==> src/rtl/if_fetch_unit.sv <==
// rtl/if_fetch_unit.sv - instruction fetch stage: credit-limited request issue, pc-tag tracking, in-order entry buffer
module if_fetch_unit #(
   parameter int XLEN  = 32,
   parameter int DEPTH = 4
) (
   input  logic            clock,
   input  logic            reset_n,
   input  logic [XLEN-1:0] pc_in,
   output logic            pc_ready,
   input  logic            flush,
   output logic            imem_req_valid,
   output logic [XLEN-1:0] imem_req_addr,
   input  logic            imem_req_ready,
   input  logic            imem_rsp_valid,
   input  logic [XLEN-1:0] imem_rsp_data,
   output logic            if_valid,
   output logic [XLEN-1:0] if_pc,
   output logic [XLEN-1:0] if_instr,
   input  logic            if_ready
);

   localparam int PW = $clog2(DEPTH);
   localparam int CW = PW + 1;
   localparam logic [CW:0] DEPTH_C = (CW + 1)'(DEPTH);

   // pc-tag FIFO: PCs of requests that are still waiting for memory
   logic [XLEN-1:0] tag_q       [DEPTH];
   logic [XLEN-1:0] tag_d       [DEPTH];
   logic [PW-1:0]   tag_wr_q, tag_wr_d;
   logic [PW-1:0]   tag_rd_q, tag_rd_d;

   // entry FIFO: {pc, instr} pairs waiting for decode
   logic [XLEN-1:0] ent_pc_q    [DEPTH];
   logic [XLEN-1:0] ent_pc_d    [DEPTH];
   logic [XLEN-1:0] ent_instr_q [DEPTH];
   logic [XLEN-1:0] ent_instr_d [DEPTH];
   logic [PW-1:0]   ent_wr_q, ent_wr_d;
   logic [PW-1:0]   ent_rd_q, ent_rd_d;

   logic [CW-1:0]   occ_q, occ_d;
   logic [CW-1:0]   out_q, out_d;
   logic [CW-1:0]   drop_q, drop_d;

   // run_q holds off requests until the first clock after reset release
   logic            run_q, run_d;

   logic            pop;
   logic [CW:0]     credit_used;
   logic            rsp_take;
   logic            rsp_keep;

   // Handshake decode: credit counts in-flight requests plus buffered entries, less the one leaving now
   always_comb begin
      pop            = (occ_q != '0) && if_ready;
      credit_used    = {1'b0, out_q} + {1'b0, occ_q} - (CW + 1)'(pop);
      imem_req_valid = run_q && !flush && (credit_used < DEPTH_C);
      pc_ready       = imem_req_valid && imem_req_ready;
      imem_req_addr  = {pc_in[XLEN-1:2], 2'b00};
      if_valid       = (occ_q != '0);
      if_pc          = ent_pc_q[ent_rd_q];
      if_instr       = ent_instr_q[ent_rd_q];
   end

   // Next-state: tag push on request, tag pop / entry push on kept response, drop accounting on flush
   always_comb begin
      tag_d       = tag_q;
      tag_wr_d    = tag_wr_q;
      tag_rd_d    = tag_rd_q;
      ent_pc_d    = ent_pc_q;
      ent_instr_d = ent_instr_q;
      ent_wr_d    = ent_wr_q;
      ent_rd_d    = ent_rd_q;
      drop_d      = drop_q;
      run_d       = 1'b1;

      // a response with nothing outstanding is spurious and ignored entirely
      rsp_take = imem_rsp_valid && (out_q != '0);
      rsp_keep = rsp_take && (drop_q == '0) && !flush;

      if (pc_ready) begin
         tag_d[tag_wr_q] = pc_in;
         tag_wr_d        = tag_wr_q + PW'(1);
      end

      if (rsp_keep) begin
         ent_pc_d[ent_wr_q]    = tag_q[tag_rd_q];
         ent_instr_d[ent_wr_q] = imem_rsp_data;
         ent_wr_d              = ent_wr_q + PW'(1);
         tag_rd_d              = tag_rd_q + PW'(1);
      end

      if (pop) begin
         ent_rd_d = ent_rd_q + PW'(1);
      end

      if (rsp_take && (drop_q != '0)) begin
         drop_d = drop_q - CW'(1);
      end

      occ_d = occ_q + CW'(rsp_keep) - CW'(pop);
      out_d = out_q + CW'(pc_ready) - CW'(rsp_take);

      // every request still outstanding after this cycle belongs to the discarded path
      if (flush) begin
         tag_wr_d = '0;
         tag_rd_d = '0;
         ent_wr_d = '0;
         ent_rd_d = '0;
         occ_d    = '0;
         drop_d   = out_d;
      end
   end

   // State registers with asynchronous active-low clear
   always_ff @(posedge clock or negedge reset_n) begin
      if (!reset_n) begin
         for (int i = 0; i < DEPTH; i++) begin
            tag_q[i]       <= '0;
            ent_pc_q[i]    <= '0;
            ent_instr_q[i] <= '0;
         end
         tag_wr_q <= '0;
         tag_rd_q <= '0;
         ent_wr_q <= '0;
         ent_rd_q <= '0;
         occ_q    <= '0;
         out_q    <= '0;
         drop_q   <= '0;
         run_q    <= 1'b0;
      end else begin
         tag_q       <= tag_d;
         ent_pc_q    <= ent_pc_d;
         ent_instr_q <= ent_instr_d;
         tag_wr_q    <= tag_wr_d;
         tag_rd_q    <= tag_rd_d;
         ent_wr_q    <= ent_wr_d;
         ent_rd_q    <= ent_rd_d;
         occ_q       <= occ_d;
         out_q       <= out_d;
         drop_q      <= drop_d;
         run_q       <= run_d;
      end
   end

endmodule

==> config.mk <==
export PLATFORM = sky130hd
export DESIGN_NAME = if_fetch_unit
export DESIGN_NICKNAME = d
export VERILOG_FILES = /design/src/rtl/if_fetch_unit.sv
export SDC_FILE = /design/constraint.sdc
export NUM_CORES = 1
export LEC_CHECK = 0
export ABC_AREA = 1
export ABC_CLOCK_PERIOD_IN_PS = 7200
export BUFFER_PORTS_ARGS = -buffer_cell sky130_fd_sc_hd__buf_2
export CAP_MARGIN = 20
export CORE_AREA = 2 2 197 199
export CTS_BUF_LIST = sky130_fd_sc_hd__clkbuf_16
export DETAILED_ROUTE_END_ITERATION = 12
export DIE_AREA = 0 0 199 201
export PLACE_DENSITY_LB_ADDON = 0.05
export SKIP_LAST_GASP = 1
export SLEW_MARGIN = 20
export SYNTH_ARGS = -nofsm -noshare
export SYNTH_HDL_FRONTEND = slang
export SYNTH_SLANG_ARGS = --single-unit
==> constraint.sdc <==
create_clock -name clock -period 7.2 [get_ports clock]
set_input_delay 0.36 -clock clock [delete_from_list [all_inputs] [get_ports clock]]
set_output_delay 0.36 -clock clock [all_outputs]
set_load 0.03 [all_outputs]
# Word level (Yosys, flattened, before mapping)
# Index checks and enable logic that the tools add are counted.
[totals]
output_inout_bits = 99
wordCells = 88
input_bits = 70
register_bits = 402
[op_classes]
order_cmp = 7
bitwise = 4
n_addsub = 11
n_reduce_logical = 19
n_mux = 27
[op_table]
columns = ["operator", "count"]
rows = [
  ["128-bit bitwise mux", 3],
  ["32-bit two-way mux", 8],
  ["32-bit binary-select mux with 2-bit select", 3],
  ["32-bit demux with 2-bit select", 2],
  ["2-bit two-way mux", 8],
  ["3-bit greater-or-equal comparator, second input constant", 4],
  ["2-bit inverter with 3-bit output", 4],
  ["1-bit logical AND", 10],
  ["3-bit two-way mux", 3],
  ["3-bit nonzero test", 3],
  ["2-bit by 1-bit adder with 2-bit output, second input constant", 4],
  ["2-bit nonzero test", 4],
  ["3-bit by 1-bit adder with 3-bit output", 2],
  ["3-bit by 1-bit < comparator with 1-bit output, second input constant", 2],
  ["3-bit by 1-bit subtractor with 3-bit output", 2],
  ["3-bit by 3-bit adder with 4-bit output", 1],
  ["4-bit by 3-bit < comparator with 1-bit output, second input constant", 1],
  ["4-bit by 1-bit subtractor with 4-bit output", 1],
  ["3-bit zero test", 1],
  ["3-bit by 1-bit subtractor with 3-bit output, second input constant", 1],
  ["1-bit zero test", 1],
]

# Logic depth before layout (Yosys ltp)
[logic_depth]
depth_word = 9
depth_mapped = 22
ltp_nobuf = 22

# Least setup slack after synthesis
# Ideal clock, no wire load.
[synth_timing]
kind = "reg-to-reg"
startpoint = "reg occ_q[2]"
endpoint = "reg drop_q[1]"
t_arrival_ps = 3140
t_required_ps = 7060
path_slack_ps = 3920
setup_ps = 140
period_less_slack_ps = 3280
stages_incl_launch_ff = 21
path_buffers = 0
path_cell_list = "dfrtp_1 > nor2_1 > nand2_1 > nand2_1 > inv_1 > ha_1 > inv_1 > ha_1 > nand2_1 > inv_1 > nand2_1 > a21oi_1 > nor2_1 > nand3_1 > inv_1 > ha_1 > inv_1 > fa_1 > inv_1 > o211ai_1 > o21ai_0"
[synth_between]
elab_chain_len = 9
elab_cells_between_ends = 10
classes_between = "add/sub (4); order compare (1); mux (1); reduce/logical (4)"
[synth_rtl]
columns = ["element", "line_no", "text"]
rows = [
  ["start: declaration", "40", "logic [CW-1:0] occ_q, occ_d;"],
  ["start signal: assignment", "126", "occ_q <= '0;"],
  ["start signal: assignment", "138", "occ_q <= occ_d;"],
  ["3-bit nonzero test", "-", ""],
  ["net if_valid", "16", "output logic if_valid,"],
  ["1-bit logical AND", "54", "pop = (occ_q != '0) && if_ready;"],
  ["4-bit by 1-bit subtractor with 4-bit output", "55", "credit_used = {1'b0, out_q} + {1'b0, occ_q} - (CW + 1)'(pop);"],
  ["4-bit by 3-bit < comparator with 1-bit output", "56", "imem_req_valid = run_q && !flush && (credit_used < DEPTH_C);"],
  ["1-bit logical AND", "56", ""],
  ["1-bit logical AND", "57", "pc_ready = imem_req_valid && imem_req_ready;"],
  ["net pc_ready", "9", "output logic pc_ready,"],
  ["3-bit by 1-bit adder with 3-bit output", "101", "out_d = out_q + CW'(pc_ready) - CW'(rsp_take);"],
  ["3-bit by 1-bit subtractor with 3-bit output", "101", ""],
  ["net out_d[1]", "41", "logic [CW-1:0] out_q, out_d;"],
  ["3-bit two-way mux", "104", "if (flush) begin"],
  ["end signal: assignment", "140", "drop_q <= drop_d;"],
  ["end: declaration", "42", "logic [CW-1:0] drop_q, drop_d;"],
]
# The timed path passes the listed nets, and every way through them passes these cells.
# A chain may end at the register's enable or synchronous reset.

# Final worst setup path
[layout_timing]
startpoint = "reg ent_rd_q[0]"
endpoint = "out if_pc[23]"
[layout_between]
elab_chain_len = 4
[layout_rtl]
columns = ["element", "line_no", "text"]
rows = [
  ["start: declaration", "38", "logic [PW-1:0] ent_rd_q, ent_rd_d;"],
  ["start signal: assignment", "137", "ent_rd_q <= ent_rd_d;"],
  ["2-bit inverter with 3-bit output (not written as such)", "60", "if_pc = ent_pc_q[ent_rd_q];"],
  ["32-bit binary-select mux with 2-bit select", "60", ""],
  ["32-bit two-way mux (not written as such) (2 in a row)", "60", ""],
  ["end: declaration", "17", "output logic [XLEN-1:0] if_pc,"],
]
# No other way between the ends. The select of a mux whose other input is x is not followed.

==> impl_metrics.env <==
export IMPL_layout_area_overhead_vs_synth_pct=9.66
export IMPL_grt_pass1_vias=16313
export IMPL_total_power_mw=8.15
export IMPL_hold_class="input pin to flip-flop"
export IMPL_ys_seq_elements=402
export IMPL_fillCellCount=3634
export IMPL_cp_max_fo=82
export IMPL_dp_hpwl_um=30100
export IMPL_grtUsageMet3_pct=4.64
export IMPL_fin_area_mm2=0.0214
export IMPL_synth_area_leaders="dfrtp_1, nand2_1, o21ai_0, o21ai_1, nand4_1"
export IMPL_crit_type="flip-flop to output port"
export IMPL_grt_pass1_wl_um=90900
export IMPL_grt_max_degree=141
export IMPL_rsz0062_at_grt="false"
export IMPL_die_y_um=201
export IMPL_min_delay_path_depth=3
export IMPL_grt_busiest_layer="met2"
export IMPL_synth_ff_type="dfrtp_1"
export IMPL_synth_top_area_share_pct=51.6
export IMPL_synth_area_leader_cell="dfrtp_1"
export IMPL_ctsHtreeMaxLevel=2
export IMPL_clkSinkCount=402
export IMPL_hold_violations=0
export IMPL_syn_cell_area_mm2=0.0195
export IMPL_finalWeightedCongestion=0.784
export IMPL_met2_usage_pct=45.5
export IMPL_fp_dieArea_mm2=0.0400
export IMPL_reg2reg_depth=9
export IMPL_yosysSeqAreaShare_pct=51.6
export IMPL_p_per_area_mw_per_mm2=381
export IMPL_post_route_drc_count=0
export IMPL_regArea_mm2=0.0101
export IMPL_worstReg2RegStart="drop_q[0]$_DFFE_PN0P_"
export IMPL_outcome="complete, no violations"
export IMPL_drive_gt1_share_pct=11.1
export IMPL_skew_ns=0.0171
export IMPL_core_area_mm2=0.0381
export IMPL_period_share_pct=54.8
export IMPL_ff2ff_setup_slack_ns=3.69
export IMPL_wl_per_cell_um=19.2
export IMPL_fmax_mhz=253
export IMPL_synth_edff_count=0
export IMPL_postRouteAntennaNets=0
export IMPL_max_vdd_ir_drop_v=0.000323
export IMPL_p_leak_nw=11.7
export IMPL_firstDrtPassIters=5
export IMPL_die_w_um=199
export IMPL_vias=16852
export IMPL_antenna_found_initial=1
export IMPL_post_cts_buffers=0
export IMPL_pin_count=169
export IMPL_ctsHoldBuffers=1
export IMPL_critPathRequiredTime_ns=6.84
export IMPL_clock_path_buffers=3
export IMPL_path_cells="clkinv_2 -> buf_4 -> o21ai_0 -> o22ai_1 -> buf_2"
export IMPL_antenna_cells=0
export IMPL_clockRootBuffer="clkbuf_16"
export IMPL_place_inst=2897
export IMPL_worstSetupEndpointType="output port"
export IMPL_cts_tree="done"
export IMPL_setup_violations=0
export IMPL_dpl_cell_area_mm2=0.0200
export IMPL_cp_arrival_ns=3.59
export IMPL_viasPerCell=5.67
export IMPL_syn_inst=2413
export IMPL_startpoint_type="flip-flop"
export IMPL_drv_slew=0
export IMPL_fin_crit_ns=3.95
export IMPL_yosys_warnings=0
export IMPL_grt_overflow_total=0
export IMPL_worstMarginPinSlew_ns=1.10
export IMPL_track_usage_pct=28.8
export IMPL_fin_tns_setup_ns=0
export IMPL_cts_buffers_inserted=46
export IMPL_async_flop_share_pct=100
export IMPL_gr_usage_met1_pct=41.6
export IMPL_cts_resized=0
export IMPL_path_delay_family="buffers and inverters"
export IMPL_relSlewSlack_pct=26.7
export IMPL_drv_cap=0
export IMPL_multi_input_area_mm2=0.00801
export IMPL_nets=2519
export IMPL_insertion_delay_ns=0.58
export IMPL_cpPeakStageDelay_ns=0.83
export IMPL_postSynthAreaPerCell_um2=8.09
export IMPL_synth_distinct_cells=28
export IMPL_row_count=72
export IMPL_clk_pin_slew_ns=0.06
export IMPL_min_to="ent_instr_q[85]$_DFFE_PN0P_"
export IMPL_io_buffers=166
export IMPL_wirelength_um=57000
export IMPL_timing_rr_end="ent_instr_q[19]$_DFFE_PN0P_"
export IMPL_drt_iter0_drc=1189
export IMPL_crit_buf_inv=3
export IMPL_min_delay_start="imem_rsp_data[21]"
export IMPL_initial_core_util_pct=51.2
export IMPL_slowest_stage="buf_4"
export IMPL_fin_cells=2971
## cell usage after synthesis, types with 3 or more instances
master	number
buf_1	25
nand3_1	10
ha_1	19
buf_4	56
dfrtp_1	402
nor2_8	4
buf_2	18
inv_1	44
o22ai_1	96
nor2_1	203
xor2_1	3
clkbuf_1	109
nand2_1	791
o21ai_1	219
buf_6	25
o21ai_0	237
a21oi_1	6
nand4_1	133
## worst reg2reg max path, delay by kind of cell, from the launching register on
| family | cells | cell delay (ns) |
|---|---|---|
| buf+inv | 4 | 2.04 |
| compound gates | 1 | 0.21 |
| fa+ha+maj | 1 | 0.19 |
| flops | 1 | 0.33 |
| simple gates | 3 | 0.67 |
## routing by layer
| layer | part of all wire, % | wire (um) | up-vias |
|---|---|---|---|
| met3 | 6.2 | 3540 | 81 |
| li1 | - | - | 8032 |
| met5 | 0 | 0 | - |
| met2 | 46 | 26400 | 518 |
| met1 | 46 | 26000 | 8221 |
| met4 | 1.8 | 1050 | 0 |
## logic make-up after synthesis
logic type	synth area share, %
simple gates	24.3
compound gates	15.0
flops	51.6
buf+inv	7.52
fa+ha+maj	1.42
xor+xnor	0.180
other cells	0.0385
## stage by stage
step	util (%)	worst slack (ns)	hold slack (ns)
floorplan	-	3.92	0.0644
global placement	52.5	3.68	0.448
detailed placement	52.5	3.64	0.453
CTS	56.1	3.29	0.0173
global route	56.1	3.05	0.0368
finish	56.1	3.25	0.0431
## sequential cells by signal (all words and copies together) (netlist names)
name / cells
tag_q: 128
occ_q: 3
tag_wr_q: 2
ent_instr_q: 128
drop_q: 3
ent_pc_q: 128
ent_rd_q: 2
ent_wr_q: 2
out_q: 3
run_q: 1
tag_rd_q: 2
## where the power goes
group          switching, mW  internal, mW  leakage, nW
logic                   2.18         0.792         5.46
registers              0.251          2.71         5.47
clock network          0.910          1.31        0.742
total                   3.34          4.81         11.7
## cells in the final DEF, fill, tap and decap left out, drive strengths merged
cell type | netlist | routed
nand2 | 793 | 793
o21ai | 456 | 456
dfrtp | 402 | 402
nor2 | 207 | 207
buf | 124 | 198
nand4 | 133 | 133
o22ai | 96 | 96
inv | 46 | 60
clkbuf | 109 | 49
ha | 19 | 19
nand3 | 11 | 11
clkinv | 0 | 7
a21oi | 6 | 6
xor2 | 3 | 3
conb | 2 | 3
bufinv | 0 | 3
fa | 2 | 2
nor3 | 1 | 1
xnor2 | 1 | 1
o211ai | 1 | 1
o31ai | 1 | 1
dlygate4sd3 | 0 | 1
## worst max-delay path by stage
stage,startpoint,to,slack (ns),depth (start not counted)
detailed placement,flush,ent_instr_q[16]$_DFFE_PN0P_,3.64,7
global route,ent_rd_q[0]$_DFFE_PN0P_,if_pc[23],3.05,5
global placement,flush,ent_instr_q[17]$_DFFE_PN0P_,3.68,7
CTS,ent_rd_q[0]$_DFFE_PN0P_,if_pc[23],3.29,5
finish,ent_rd_q[0]$_DFFE_PN0P_,if_pc[23],3.25,5
floorplan,occ_q[2]$_DFF_PN0_,drop_q[1]$_DFFE_PN0P_,3.92,20
## cell type report
cell class                 instances  area share [%]
sequential                       402            47.0
clock buffer                      49            5.73
clock inverter                    24           0.795
tap                              518            3.03
multi-input combinational       1733            37.4
timing repair buffer             199            5.17
inverter                          46           0.819
Note: power is estimated with default switching activity, not from simulation.
